## config.mk

```make
export PLATFORM = sky130hd
export DESIGN_NAME = uart_tx_param
export DESIGN_NICKNAME = d
export VERILOG_FILES = /design/src/rtl/uart_tx_param.sv
export SDC_FILE = /design/constraint.sdc
export NUM_CORES = 1
export LEC_CHECK = 0
export CAP_MARGIN = 10
export CORE_MARGIN = 4
export CORE_UTILIZATION = 25
export DETAILED_ROUTE_END_ITERATION = 8
export PLACE_DENSITY = 0.42
export SETUP_SLACK_MARGIN = 0.05
export SLEW_MARGIN = 20
export SYNTH_ARGS = -nofsm -noshare
export SYNTH_HDL_FRONTEND = slang
export SYNTH_SLANG_ARGS = --single-unit
```

## constraint.sdc

```tcl
create_clock -name hwclk -period 2.2 [get_ports hwclk]
set_clock_uncertainty 0.15 [all_clocks]
set_input_delay 0.33 -clock hwclk [delete_from_list [all_inputs] [get_ports hwclk]]
set_output_delay 0.33 -clock hwclk [all_outputs]
set_load 0.02 [all_outputs]
```

## src/rtl/uart_tx_param.sv

```systemverilog
// uart_tx_param: parametrised UART transmitter clocked directly from hwclk.
//
// Frame format: one start bit (low), then DATA_W data bits LSB first, then an
// optional parity bit, then STOP_BITS stop bits (high). The bit period is
// CLKS_PER_BIT = CLK_FREQ / BAUD cycles of hwclk. No derived baud clock is used.
//
// Optional feature macro: UART_TX_PARITY_EN
//   defined   - PARITY state compiled in; every frame carries a parity bit
//               (even when PARITY_ODD = 0, odd when PARITY_ODD = 1).
//   undefined - DATA goes straight to STOP; PARITY_ODD is ignored.
//
// Ports:
//   hwclk      in   sole clock, rising edge
//   rst        in   asynchronous active-high reset
//   tx_data    in   word to send, sampled only on handshake
//   tx_valid   in   source has a word
//   tx_ready   out  high only in IDLE; accept on tx_valid && tx_ready
//   ftdi_tx    out  serial line, idle high, driven from a flop
//   busy       out  high while a frame is in flight
//   frame_done out  one-cycle pulse in the last cycle of the final stop bit
module uart_tx_param #(
  parameter int unsigned CLK_FREQ   = 12000000,
  parameter int unsigned BAUD       = 9600,
  parameter int unsigned DATA_W     = 8,
  parameter int unsigned STOP_BITS  = 1,
  parameter int unsigned PARITY_ODD = 0
) (
  input  logic              hwclk,
  input  logic              rst,
  input  logic [DATA_W-1:0] tx_data,
  input  logic              tx_valid,
  output logic              tx_ready,
  output logic              ftdi_tx,
  output logic              busy,
  output logic              frame_done
);

  localparam int unsigned ClksPerBit = CLK_FREQ / BAUD;
  localparam int unsigned CntW       = (ClksPerBit > 1) ? $clog2(ClksPerBit) : 1;
  localparam int unsigned IdxW       = $clog2(DATA_W);
  localparam logic [CntW-1:0] BitLast = CntW'(ClksPerBit - 1);
  localparam logic [IdxW-1:0] IdxLast = IdxW'(DATA_W - 1);

  if (ClksPerBit < 2 || DATA_W < 5 || DATA_W > 9 || STOP_BITS < 1 || STOP_BITS > 2 ||
      PARITY_ODD > 1) begin : g_param_check
    $error("uart_tx_param: illegal parameter set");
  end

`ifdef UART_TX_PARITY_EN
  typedef enum logic [2:0] {StIdle, StStart, StData, StParity, StStop} state_e;
`else
  typedef enum logic [2:0] {StIdle, StStart, StData, StStop} state_e;
`endif

  state_e            r_state, w_state_d;
  logic [CntW-1:0]   r_timer, w_timer_d;
  logic [IdxW-1:0]   r_bit_idx, w_bit_idx_d;
  logic              r_stop_idx, w_stop_idx_d;
  logic [DATA_W-1:0] r_shift, w_shift_d;
  logic              r_tx, w_tx_d;
  logic              w_bit_end;
  logic              w_stop_last;
`ifdef UART_TX_PARITY_EN
  logic              r_par, w_par_d;
`endif

  always_ff @(posedge hwclk or posedge rst) begin
    if (rst) begin
      r_state    <= StIdle;
      r_timer    <= '0;
      r_bit_idx  <= '0;
      r_stop_idx <= 1'b0;
      r_shift    <= '0;
      r_tx       <= 1'b1;
`ifdef UART_TX_PARITY_EN
      r_par      <= 1'b0;
`endif
    end else begin
      r_state    <= w_state_d;
      r_timer    <= w_timer_d;
      r_bit_idx  <= w_bit_idx_d;
      r_stop_idx <= w_stop_idx_d;
      r_shift    <= w_shift_d;
      r_tx       <= w_tx_d;
`ifdef UART_TX_PARITY_EN
      r_par      <= w_par_d;
`endif
    end
  end

  always_comb begin
    w_state_d    = r_state;
    w_timer_d    = r_timer;
    w_bit_idx_d  = r_bit_idx;
    w_stop_idx_d = r_stop_idx;
    w_shift_d    = r_shift;
    w_tx_d       = 1'b1;
`ifdef UART_TX_PARITY_EN
    w_par_d      = r_par;
`endif
    w_bit_end    = (r_timer == BitLast);
    w_stop_last  = (r_stop_idx == 1'(STOP_BITS - 1));

    // Timer wraps exactly at each bit boundary, so every bit is ClksPerBit long.
    if (r_state != StIdle) begin
      w_timer_d = w_bit_end ? '0 : r_timer + 1'b1;
    end

    unique case (r_state)
      StIdle: begin
        w_timer_d = '0;
        if (tx_valid) begin
          w_state_d    = StStart;
          w_shift_d    = tx_data;
          w_bit_idx_d  = '0;
          w_stop_idx_d = 1'b0;
`ifdef UART_TX_PARITY_EN
          w_par_d      = (^tx_data) ^ 1'(PARITY_ODD);
`endif
        end
      end
      StStart: begin
        if (w_bit_end) w_state_d = StData;
      end
      StData: begin
        if (w_bit_end) begin
          if (r_bit_idx == IdxLast) begin
`ifdef UART_TX_PARITY_EN
            w_state_d = StParity;
`else
            w_state_d = StStop;
`endif
          end else begin
            w_bit_idx_d = r_bit_idx + 1'b1;
            w_shift_d   = {1'b0, r_shift[DATA_W-1:1]};
          end
        end
      end
`ifdef UART_TX_PARITY_EN
      StParity: begin
        if (w_bit_end) w_state_d = StStop;
      end
`endif
      StStop: begin
        if (w_bit_end) begin
          if (w_stop_last) w_state_d = StIdle;
          else             w_stop_idx_d = r_stop_idx + 1'b1;
        end
      end
      default: w_state_d = StIdle;
    endcase

    // Line level is registered from the next state so ftdi_tx is glitch-free.
    case (w_state_d)
      StStart:  w_tx_d = 1'b0;
      StData:   w_tx_d = w_shift_d[0];
`ifdef UART_TX_PARITY_EN
      StParity: w_tx_d = w_par_d;
`endif
      default:  w_tx_d = 1'b1;
    endcase
  end

  assign tx_ready   = (r_state == StIdle);
  assign busy       = (r_state != StIdle);
  assign frame_done = (r_state == StStop) && w_bit_end && w_stop_last;
  assign ftdi_tx    = r_tx;

endmodule

```

==> run_results.csv <==
group,metric,value,unit
critical_path,path_buf_inv,2,
yosys,synth_cells,136,
yosys,ys_types,33,
die,core_area,0.00485,sq mm
global_route,antenna_found_initial,0,
critical_path,path_delay_family,"simple AND/OR/NAND/NOR gates",
critical_path,crit_start,"r_timer[1]",
yosys,synth-seq-area-share,50.7,%
timing,clock.fmax,405,MHz
critical_path,crit_path_max_incr_delay,0.46,ns
layout,layout.nets,193,
route,vias,1058,
layout,final_cells,244,
pwr,p_leak,0.000837,uW
placement,placed_cell_area,0.00172,sq mm
critical_path,arrival,1.99,ns
layout,fin_util,38.1,%
timing,fin_ws,-0.266,ns
flow_run,cap_viol_max_count,0,
yosys,syn_area,0.00128,sq mm
timing,hold_viol_final,0,
yosys,synth.avg_cell_area,9.45,sq um
route,drtAntennaViolNets,0,
critical_path,critPathSlowestCell,"or4bb_4",
critical_path,r2r_cells,9,
critical_path,crit_end,"frame_done",
global_route,grt_max_degree,27,
critical_path,crit_type,"flop to output pin",
global_route,grt_usage,9.90,%
pwr,powerDensity,573,mW/mm^2
critical_path,rr_startpoint,"r_timer[1]",
yosys,synth_top_cells_by_area,"dfrtp_1, nand2_1, nor2_1",
route,post_drt_wl_per_cell,12.1,microns
placement,hpwl,2.19,mm
timing,maxSlewViolCount,0,
global_route,first_global_vias,1028,
die,die_area,0.00635,sq mm
route,via_per_inst,4.34,
worst_hold_path,hp-class,"input pin to async pin",
route,wirelength,2.96,mm
route,drc_errors,0,
yosys,yosysTopAreaCell,"dfrtp_1",
critical_path,crit_path_max_fanout,2,
clock_network,ctsHoldBuffers,0,
route,first_pass_iters,4,
timing,fin_crit_sh,112,%
layout,multi_input_area,658,sq um
die,die_x,79.7,microns
die,start_util,26.5,%
clock_network,root_buffer,"clkbuf_8",
critical_path,crit_path_start_kind,"flop",
clock_network,clock_path_buffers,2,
placement,gp_congestion,0.788,
global_route,gr-total-overflow,0,
layout,drive_gt1_share,25.4,%
layout,fillers,493,
timing,setup_violations,11,
die,num_io_pins,15,
yosys,yosys.area.top_type_share,48.7,%
critical_path,end_kind,"output pin",
timing,rsz0062_at_grt,"true",
clock_network,clock_sinks,26,
clock_network,cts_made_buffers,3,
critical_path,reg2reg_slack,-0.19,ns
clock_network,clock_latency,0.28,ns
placement,placed_cells,238,
layout,syn_to_final_growth,43.8,%
die,die_h,79.7,microns
timing,fin_crit,2.47,ns
timing,setup_tns,-1.16,ns
layout,final_cell_area,0.00185,sq mm
yosys,ys_warn_count,0,
layout,regArea,652,sq um
run_status,status,"finished, violations left",
clock_network,cts_tree,"done",
critical_path,path_depth,6,
critical_path,rr_endpoint,"ftdi_tx",
yosys,synth_nets,151,
placement,portBuffers,14,
pwr,ir_drop,0.266,mV
route,dr.first_iter.drc_count,22,
yosys,synth-seq-cells,26,
critical_path,required,1.72,ns
run_status,violations,"setup timing",
clock_network,clkTransAtPathRegs,0.10,ns
global_route,grt_pass1_wl,4.93,mm
layout,diodes,0,
clock_network,htree_levels,1,
critical_path,path_cells,"inv_1, ha_1, or4bb_4, or3_4, nor4_4, buf_4",
die,num_rows,25,
## tightest hold or removal path: cells and delay by family
family	cells	cell delay (ns)
buffers and inverters	3	0.76
## cell usage in the layout (no fill, tap or decap), types with 2 or more instances in the layout
cell type / instances
and2_1: 2
ha_1: 4
clkdlybuf4s50_1: 12
buf_6: 2
nor4_4: 2
xor2_1: 4
nor2_1: 17
o21ai_1: 2
nand2_1: 23
nand3_1: 6
or3_1: 2
a21oi_1: 3
inv_1: 6
buf_4: 24
dfrtp_1: 25
xnor2_1: 6
and3_1: 2
nor3_1: 3
clkbuf_8: 4
a22oi_1: 6
## state kept, by name, indices dropped and copies added, names as in the netlist
signal,count
r_timer,11
r_shift,8
r_bit_idx,3
r_state,3
ftdi_tx,1
## where the power goes
| group | internal, uW | leakage [uW] | total (uW) | switching, uW |
|---|---|---|---|---|
| Clock | 160 | 0.0000288 | 321 | 161 |
| Combinational | 96.7 | 0.000468 | 186 | 88.9 |
| Sequential | 525 | 0.000340 | 552 | 26.7 |
## repair_timing
action / 4_1_cts / 5_1_grt
gates resized for setup: 6 / 12
cloned: 0 / 1
buffers inserted: 0 / 1
endpoints found under the setup margin: 18 / 27
pin swaps: 1 / 1
## cells in the mapped netlist
master / number
dfrtp_1: 25
nand2_1: 25
nor2_1: 17
a22oi_1: 6
inv_1: 6
nand3_1: 6
xnor2_1: 6
a21oi_1: 4
ha_1: 4
nor3_1: 4
xor2_1: 4
clkbuf_1: 3
o21ai_0: 3
and2_1: 2
and3_1: 2
or3_1: 2
a221oi_1: 1
and4_1: 1
buf_2: 1
conb_1: 1
dfstp_2: 1
nand4_1: 1
nor3_2: 1
nor3b_1: 1
nor4_1: 1
nor4_2: 1
o211ai_1: 1
o21ai_1: 1
o41ai_1: 1
or3_4: 1
or4b_2: 1
or4b_4: 1
or4bb_1: 1
## per-layer routing
metal  global-route usage, %  up-vias  part of all wire (%)
met5                       0        -                     0
met4                    2.06        0                   1.2
met3                    3.05        5                   4.3
met2                    14.7       17                    46
met1                    14.1      492                    49
li1                        -      544                     -
## layout make-up
| type | count | area share [%] |
|---|---|---|
| Tap cell | 67 | 4.54 |
| Clock buffer | 4 | 2.98 |
| Multi-Input combinational cell | 100 | 35.6 |
| Sequential cell | 26 | 35.3 |
| Timing Repair Buffer | 41 | 20.4 |
| Inverter | 6 | 1.22 |
## cell families after synthesis
group                    Yosys count  share of synthesized area [%]
AO/OA/AOI/OAI                     17                           8.57
XOR/XNOR                          10                           6.82
adder cells (fa/ha/maj)            4                           3.89
buffers and inverters             10                           3.02
flip-flops                        26                           50.7
other                              1                          0.292
AND/OR/NAND/NOR                   68                           26.7
## worst min path at each step
stage	startpoint	to	slack, ns	depth (start not counted)
global route	rst	r_timer[4]	0.29	3
detailed placement	r_shift[6]	r_shift[6]	0.31	2
finish	rst	r_timer[4]	0.25	3
CTS	rst	r_bit_idx[2]	0.26	3
global placement	r_shift[5]	r_shift[5]	0.31	2
floorplan	rst	r_bit_idx[0]	0.22	1
## metrics by stage
step,worst slack (ns),power (uW),hold slack [ns]
detailed placement,-0.479,743,0.315
global route,-0.359,1110,0.291
global placement,-0.436,741,0.311
CTS,-0.289,1070,0.261
floorplan,0.0163,653,0.219
finish,-0.266,1060,0.247
(Power assumes the default switching activity.)
